## config.mk

```make
export PLATFORM = sky130hd
export DESIGN_NAME = midi_note_receiver
export DESIGN_NICKNAME = d
export VERILOG_FILES = /design/src/rtl/midi_pkg.sv /design/src/rtl/midi_uart_rx.sv /design/src/rtl/midi_note_receiver.sv
export SDC_FILE = /design/constraint.sdc
export NUM_CORES = 1
export LEC_CHECK = 0
export CORE_MARGIN = 2
export CORE_UTILIZATION = 54
export CTS_BUF_LIST = sky130_fd_sc_hd__clkbuf_4 sky130_fd_sc_hd__clkbuf_8
export DETAILED_ROUTE_END_ITERATION = 10
export PLACE_DENSITY_LB_ADDON = 0.05
export SKIP_LAST_GASP = 1
export SLEW_MARGIN = 30
export SYNTH_ARGS = -nofsm -noshare
export SYNTH_HDL_FRONTEND = slang
export SYNTH_SLANG_ARGS = --single-unit
```

## constraint.sdc

```tcl
create_clock -name clk -period 2.1 [get_ports clk]
set_input_delay 0.525 -clock clk [delete_from_list [all_inputs] [get_ports clk]]
set_output_delay 0.525 -clock clk [all_outputs]
set_load 0.03 [all_outputs]
```

## src/rtl/midi_pkg.sv

```systemverilog
// Shared constants, state encodings and baud-rate helper for the MIDI note receiver.
package midi_pkg;

  localparam logic [3:0] NOTE_OFF   = 4'h8;
  localparam logic [3:0] NOTE_ON    = 4'h9;
  localparam logic [7:0] SYSRT_MIN  = 8'hF8;
  localparam logic [7:0] SYSCOM_MIN = 8'hF0;

  typedef enum logic [2:0] {
    RX_IDLE,
    RX_START,
    RX_DATA,
    RX_STOP,
    RX_WAIT_HIGH
  } rx_state_t;

  typedef enum logic [1:0] {
    P_WAIT_STATUS,
    P_WAIT_D1,
    P_WAIT_D2
  } parser_state_t;

  function automatic int clks_per_bit(input int clk_hz, input int baud);
    return clk_hz / baud;
  endfunction

endpackage

```

## src/rtl/midi_uart_rx.sv

```systemverilog
// MIDI serial deserialiser: 2-FF input synchroniser plus start/data/stop bit FSM.
module midi_uart_rx
  import midi_pkg::*;
#(
  parameter int CLK_HZ = 50_000_000,
  parameter int BAUD   = 31_250
) (
  input  logic       clk,
  input  logic       reset,
  input  logic       midi_rx,
  output logic [7:0] rx_byte,
  output logic       byte_valid,
  output logic       framing_error
);

  localparam int CLKS_PER_BIT = clks_per_bit(CLK_HZ, BAUD);
  localparam int CNT_W        = (CLKS_PER_BIT > 2) ? $clog2(CLKS_PER_BIT) : 1;
  localparam logic [CNT_W-1:0] HALF_CNT = CNT_W'(CLKS_PER_BIT / 2 - 1);
  localparam logic [CNT_W-1:0] FULL_CNT = CNT_W'(CLKS_PER_BIT - 1);

  rx_state_t        state;
  logic             rx_meta;
  logic             rx_sync;
  logic [CNT_W-1:0] cnt;
  logic [2:0]       bit_idx;
  logic [7:0]       shreg;

  always_ff @(posedge clk or posedge reset) begin
    if (reset) begin
      rx_meta       <= 1'b1;
      rx_sync       <= 1'b1;
      state         <= RX_IDLE;
      cnt           <= '0;
      bit_idx       <= '0;
      shreg         <= '0;
      rx_byte       <= '0;
      byte_valid    <= 1'b0;
      framing_error <= 1'b0;
    end else begin
      rx_meta       <= midi_rx;
      rx_sync       <= rx_meta;
      byte_valid    <= 1'b0;
      framing_error <= 1'b0;
      case (state)
        RX_IDLE: begin
          // Line is known high on entry, so a low sample marks the start edge.
          if (!rx_sync) begin
            state <= RX_START;
            cnt   <= HALF_CNT;
          end
        end
        RX_START: begin
          if (cnt == '0) begin
            if (!rx_sync) begin
              state   <= RX_DATA;
              cnt     <= FULL_CNT;
              bit_idx <= '0;
            end else begin
              state <= RX_IDLE;
            end
          end else begin
            cnt <= cnt - 1'b1;
          end
        end
        RX_DATA: begin
          if (cnt == '0) begin
            shreg <= {rx_sync, shreg[7:1]};
            cnt   <= FULL_CNT;
            if (bit_idx == 3'd7) begin
              state <= RX_STOP;
            end else begin
              bit_idx <= bit_idx + 1'b1;
            end
          end else begin
            cnt <= cnt - 1'b1;
          end
        end
        RX_STOP: begin
          if (cnt == '0) begin
            if (rx_sync) begin
              rx_byte    <= shreg;
              byte_valid <= 1'b1;
              state      <= RX_IDLE;
            end else begin
              framing_error <= 1'b1;
              state         <= RX_WAIT_HIGH;
            end
          end else begin
            cnt <= cnt - 1'b1;
          end
        end
        RX_WAIT_HIGH: begin
          if (rx_sync) state <= RX_IDLE;
        end
        default: state <= RX_IDLE;
      endcase
    end
  end

endmodule

```

## src/rtl/midi_note_receiver.sv

```systemverilog
// MIDI front end: deserialises the serial stream and decodes Note On/Off for one
// channel into a single last-note-priority voice (note, velocity, gate).
module midi_note_receiver
  import midi_pkg::*;
#(
  parameter int CLK_HZ = 50_000_000,
  parameter int BAUD   = 31_250
) (
  input  logic       clk,
  input  logic       reset,
  input  logic       midi_rx,
  input  logic [3:0] channel,
  output logic [6:0] MIDI_freq,
  output logic [6:0] volume,
  output logic       gate,
  output logic       note_valid,
  output logic       framing_error
);

  logic [7:0]    rx_byte;
  logic          byte_valid;
  parser_state_t pstate;
  logic [3:0]    run_hi;
  logic          run_ignore;
  logic [6:0]    d1;

  midi_uart_rx #(
    .CLK_HZ(CLK_HZ),
    .BAUD  (BAUD)
  ) u_rx (
    .clk          (clk),
    .reset        (reset),
    .midi_rx      (midi_rx),
    .rx_byte      (rx_byte),
    .byte_valid   (byte_valid),
    .framing_error(framing_error)
  );

  always_ff @(posedge clk or posedge reset) begin
    if (reset) begin
      pstate     <= P_WAIT_STATUS;
      run_hi     <= '0;
      run_ignore <= 1'b1;
      d1         <= '0;
      MIDI_freq  <= 7'd69;
      volume     <= '0;
      gate       <= 1'b0;
      note_valid <= 1'b0;
    end else begin
      note_valid <= 1'b0;
      if (byte_valid) begin
        // Realtime bytes may interleave anywhere and must not disturb parsing.
        if (rx_byte >= SYSRT_MIN) begin
          pstate <= pstate;
        end else if (rx_byte >= SYSCOM_MIN) begin
          run_ignore <= 1'b1;
          pstate     <= P_WAIT_STATUS;
        end else if (rx_byte[7]) begin
          run_hi     <= rx_byte[7:4];
          run_ignore <= !(((rx_byte[7:4] == NOTE_OFF) || (rx_byte[7:4] == NOTE_ON)) &&
                          (rx_byte[3:0] == channel));
          pstate     <= P_WAIT_D1;
        end else begin
          case (pstate)
            P_WAIT_D1: begin
              if (!run_ignore) begin
                d1     <= rx_byte[6:0];
                pstate <= P_WAIT_D2;
              end
            end
            P_WAIT_D2: begin
              pstate <= P_WAIT_D1;
              if ((run_hi == NOTE_ON) && (rx_byte[6:0] != 7'd0)) begin
                MIDI_freq  <= d1;
                volume     <= rx_byte[6:0];
                gate       <= 1'b1;
                note_valid <= 1'b1;
              end else if (d1 == MIDI_freq) begin
                gate <= 1'b0;
              end
            end
            default: pstate <= pstate;
          endcase
        end
      end
    end
  end

endmodule
```

==> results.tsv <==
stage	metric	value	unit
outcome	outcome	complete, no violations	
layout	commonest non-fill, non-tap cells in the layout	dfrtp_1 (61), mux2_2 (38), clkdlybuf4s50_1 (20), nand2_1 (19), buf_4 (19)	
placement	# port buffers	23	
power	register share of total power	46.7	%
clock_network	clk sinks	67	
min_path	hold worst-path end	u_rx.rx_sync	
setup_path	R2R cell count	7	
layout	commonest non-fill, non-tap cell in the layout	dfrtp_1	
routing	DR vias/cell	5.53	
setup_path	slowest CP cell	or4b_4	
routing	DRT iter0 DRCs	162	
timing	unrepaired setup endpoints after global routing	yes	
routing	per-cell routed wire length	14.9	um
layout	ant diodes	0	
setup_path	cells along the critical path	inv_2 -> ha_4 -> or4b_4 -> a2111oi_4 -> nor3_1 -> and3_2 -> a221o_1	
grt	total grt overflow	0	
setup_path	max incr delay on CP	500	ps
routing	vias post-DR	2119	
synth	Post-Synthesis Cells	257	
routing	First-pass DRT Iterations	4	
floorplan	Ports	24	
min_path	Min-Delay Path Class	register to register	
synth	Yosys reg bits	67	
power	sw frac	19.3	%
floorplan	core area	0.00551	mm2
synth	Synth async-reset ratio	100	%
floorplan	Core Rows	27	
clock_network	H-tree levels	3	
floorplan	Die Width	79.7	um
setup_path	Reg2Reg Setup Slack	40	ps
layout	Non-Filler Instances	383	
grt	first-pass GRT wire length	9850	um
setup_path	crit path DAT	2270	ps
timing	Hold Violations, Final	0	
grt	initial antenna violation count	0	
setup_path	critical path data required time	2310	ps
routing	DRT Wirelength	5710	um
power	power after layout	0.00277	W
power	power share of the clock group	51.5	%
setup_path	Reg2Reg Capture Point	u_rx.cnt[7]	
floorplan	die footprint	0.00635	mm2
clock_network	hold buffer count at cts	0	
grt	pin count of the biggest net entering global routing	68	
min_path	worst hold start	u_rx.rx_meta	
timing	Slew Limit Fails	0	
setup_path	crit end category	register	
power	Comb pwr share	1.8	%
layout	final net count	317	
setup_path	r2r startpoint	u_rx.cnt[0]	
power	P_leak	1.82	nW
layout	area growth from synthesis to layout	25.4	%
grt	vias in the first global route	2054	
timing	Setup TNS Final	0	ps
placement	dpl cells	367	
synth	Seq/Total Area, Yosys	54.4	%
placement	GPL Wtd Cong	0.861	
timing	FMAX	486	MHz
timing	fin crit period	2060	ps
routing	post-route ant nets	0	
power	Pwr per Cell Area	714	mW/mm2
clock_network	CTS Buffer Depth	2	
layout	share of cells above drive strength 1	33.1	%
clock_network	clock root cell	clkbuf_8	
setup_path	Worst Setup Start Kind	register	
synth	Synth warnings	0	
synth	syn_area_per_cell	12.0	um2
clock_network	cts bufs inserted	9	
synth	Synth Cell Area	0.00310	mm2
placement	Post-DP HPWL	4020	um
min_path	Hold Crit Depth	0	
timing	Period Utilization, post-route	98.0	%
routing	# DRC	0	
synth	main flop type after synthesis	dfrtp_1	
timing	pin slew with the least headroom to its limit	540	ps
flow_run	maximum capacitance violations	0	
timing	WHS	364	ps
clock_network	clock slew at reported path FFs	80	ps
synth	EDFF count, synth	0	
clock_network	Clock Latency Late Sink	340	ps
grt	All-Layer GR Usage	20.3	%
synth	Distinct cells, synth	52	
clock_network	CTS tree	done	
setup_path	Setup Crit Path Kind	register to register	
floorplan	Initial Util	56.2	%
timing	Layout Skew	10.4	ps
power	Max VDD drop	0.409	mV
floorplan	die span in y	79.7	um
setup_path	crit path max fanout	3	
layout	# fillers	389	
power	Int Pwr	0.00224	W
synth	Post-Synthesis Net Count	268	
timing	slew margin rel.	63.7	%
timing	Final setup viols	0	
power	Sw Pwr	0.000535	W
## metrics by stage
stage          cell area, um2  utilization (%)  setup slack [ps]
2_1_floorplan            3100                -              72.0
3_3_place_gp             3570             64.9              9.78
3_5_place_dp             3570             64.9             -9.98
4_1_cts                  3850             69.9              6.47
5_1_grt                  3880             70.5             -46.0
6_report                 3880             70.5              41.3
## worst max-delay path: cells and delay by family, from the launching register on
kind                     cells  cell delay [ps]
buffers and inverters        1               90
flip-flops                   1              400
AO/OA/AOI/OAI                2              480
AND/OR/NAND/NOR              3              840
adder cells (fa/ha/maj)      1              120
## power groups by stage
| stage | Sequential [W] | Combinational, W | Clock (W) |
|---|---|---|---|
| 3_5_place_dp | 0.00132 | 0.0000502 | 0 |
| 2_1_floorplan | 0.00132 | 0.0000250 | 0 |
| 3_3_place_gp | 0.00132 | 0.0000500 | 0 |
| 5_1_grt | 0.00130 | 0.0000569 | 0.00152 |
| 4_1_cts | 0.00130 | 0.0000503 | 0.00146 |
| 6_report | 0.00130 | 0.0000487 | 0.00143 |
## registers in the layout (all words and copies together) (netlist names)
name                cells
u_rx.shreg              8
volume                  7
run_ignore              1
u_rx.rx_byte            8
d1                      7
MIDI_freq               7
u_rx.rx_meta            1
gate                    1
pstate                  2
u_rx.cnt               11
u_rx.bit_idx            3
u_rx.framing_error      1
u_rx.byte_valid         1
u_rx.rx_sync            1
note_valid              1
run_hi                  4
u_rx.state              3
## layout make-up
cell class                 count  area [um2]  area share, %
multi-input combinational    174        1380           35.6
timing repair buffer          44         417           10.7
clock buffer                  10         131           3.38
inverter                      10        41.3           1.06
tap                           72        90.1           2.32
clock inverter                 6         138           3.55
sequential                    67        1680           43.4
## worst max path at each step
stage	from	endpoint	slack (ps)	cells past startpoint
2_1_floorplan	u_rx.cnt[0]	u_rx.bit_idx[0]	70	6
3_3_place_gp	u_rx.cnt[0]	u_rx.cnt[7]	10	7
3_5_place_dp	u_rx.cnt[0]	u_rx.cnt[7]	-10	7
4_1_cts	MIDI_freq[2]	MIDI_freq[2]	6	1
5_1_grt	u_rx.cnt[0]	u_rx.cnt[7]	-50	7
6_report	u_rx.cnt[0]	u_rx.cnt[7]	40	7
## cells by family after synthesis
kind of cell,count (synthesis),share of synthesized area (%)
AO/OA/AOI/OAI,38,9.50
XOR/XNOR,11,3.11
adder cells (fa/ha/maj),4,1.62
buffers and inverters,16,2.14
flip-flops,67,54.4
multiplexers,40,14.5
AND/OR/NAND/NOR,81,14.8
## synth_stat cells (2+ instances only)
| master | count | share of area, % |
|---|---|---|
| nor3_1 | 13 | 2.1 |
| nor4_1 | 4 | 0.81 |
| or2_2 | 2 | 0.40 |
| nand2b_1 | 3 | 0.61 |
| nand2_1 | 19 | 2.3 |
| a31oi_1 | 2 | 0.40 |
| xnor2_1 | 7 | 2.0 |
| nor2b_1 | 2 | 0.40 |
| mux2_2 | 38 | 14 |
| xor2_1 | 4 | 1.1 |
| a21oi_1 | 8 | 1.3 |
| inv_1 | 10 | 1.2 |
| a2bb2oi_1 | 2 | 0.57 |
| dfstp_2 | 6 | 5.1 |
| nor2_1 | 16 | 1.9 |
| a311oi_1 | 3 | 0.85 |
| clkbuf_1 | 3 | 0.36 |
| nor4bb_1 | 2 | 0.65 |
| mux2i_1 | 2 | 0.65 |
| a32o_1 | 2 | 0.65 |
| dfrtp_1 | 61 | 49 |
| nand3_1 | 4 | 0.65 |
| ha_1 | 4 | 1.6 |
| o21ai_0 | 8 | 1.3 |
| nand4_1 | 2 | 0.40 |
| o22a_1 | 4 | 1.1 |
## routing by layer
layer / wire (um) / GRT usage (%) / vias to the layer above
met5: 0 / 0 / -
met4: 68 / 8.28 / 0
met3: 239 / 4.75 / 5
met2: 2740 / 32.0 / 39
met1: 2670 / 27.1 / 1041
li1: - / - / 1034
## timing repair
action                                  4_1_cts  5_1_grt
endpoints found under the setup margin        3       19
pin swaps                                     0        1
resized for setup                             3       10
buffers inserted                              0        0
Power figures use the tool's default switching activity.
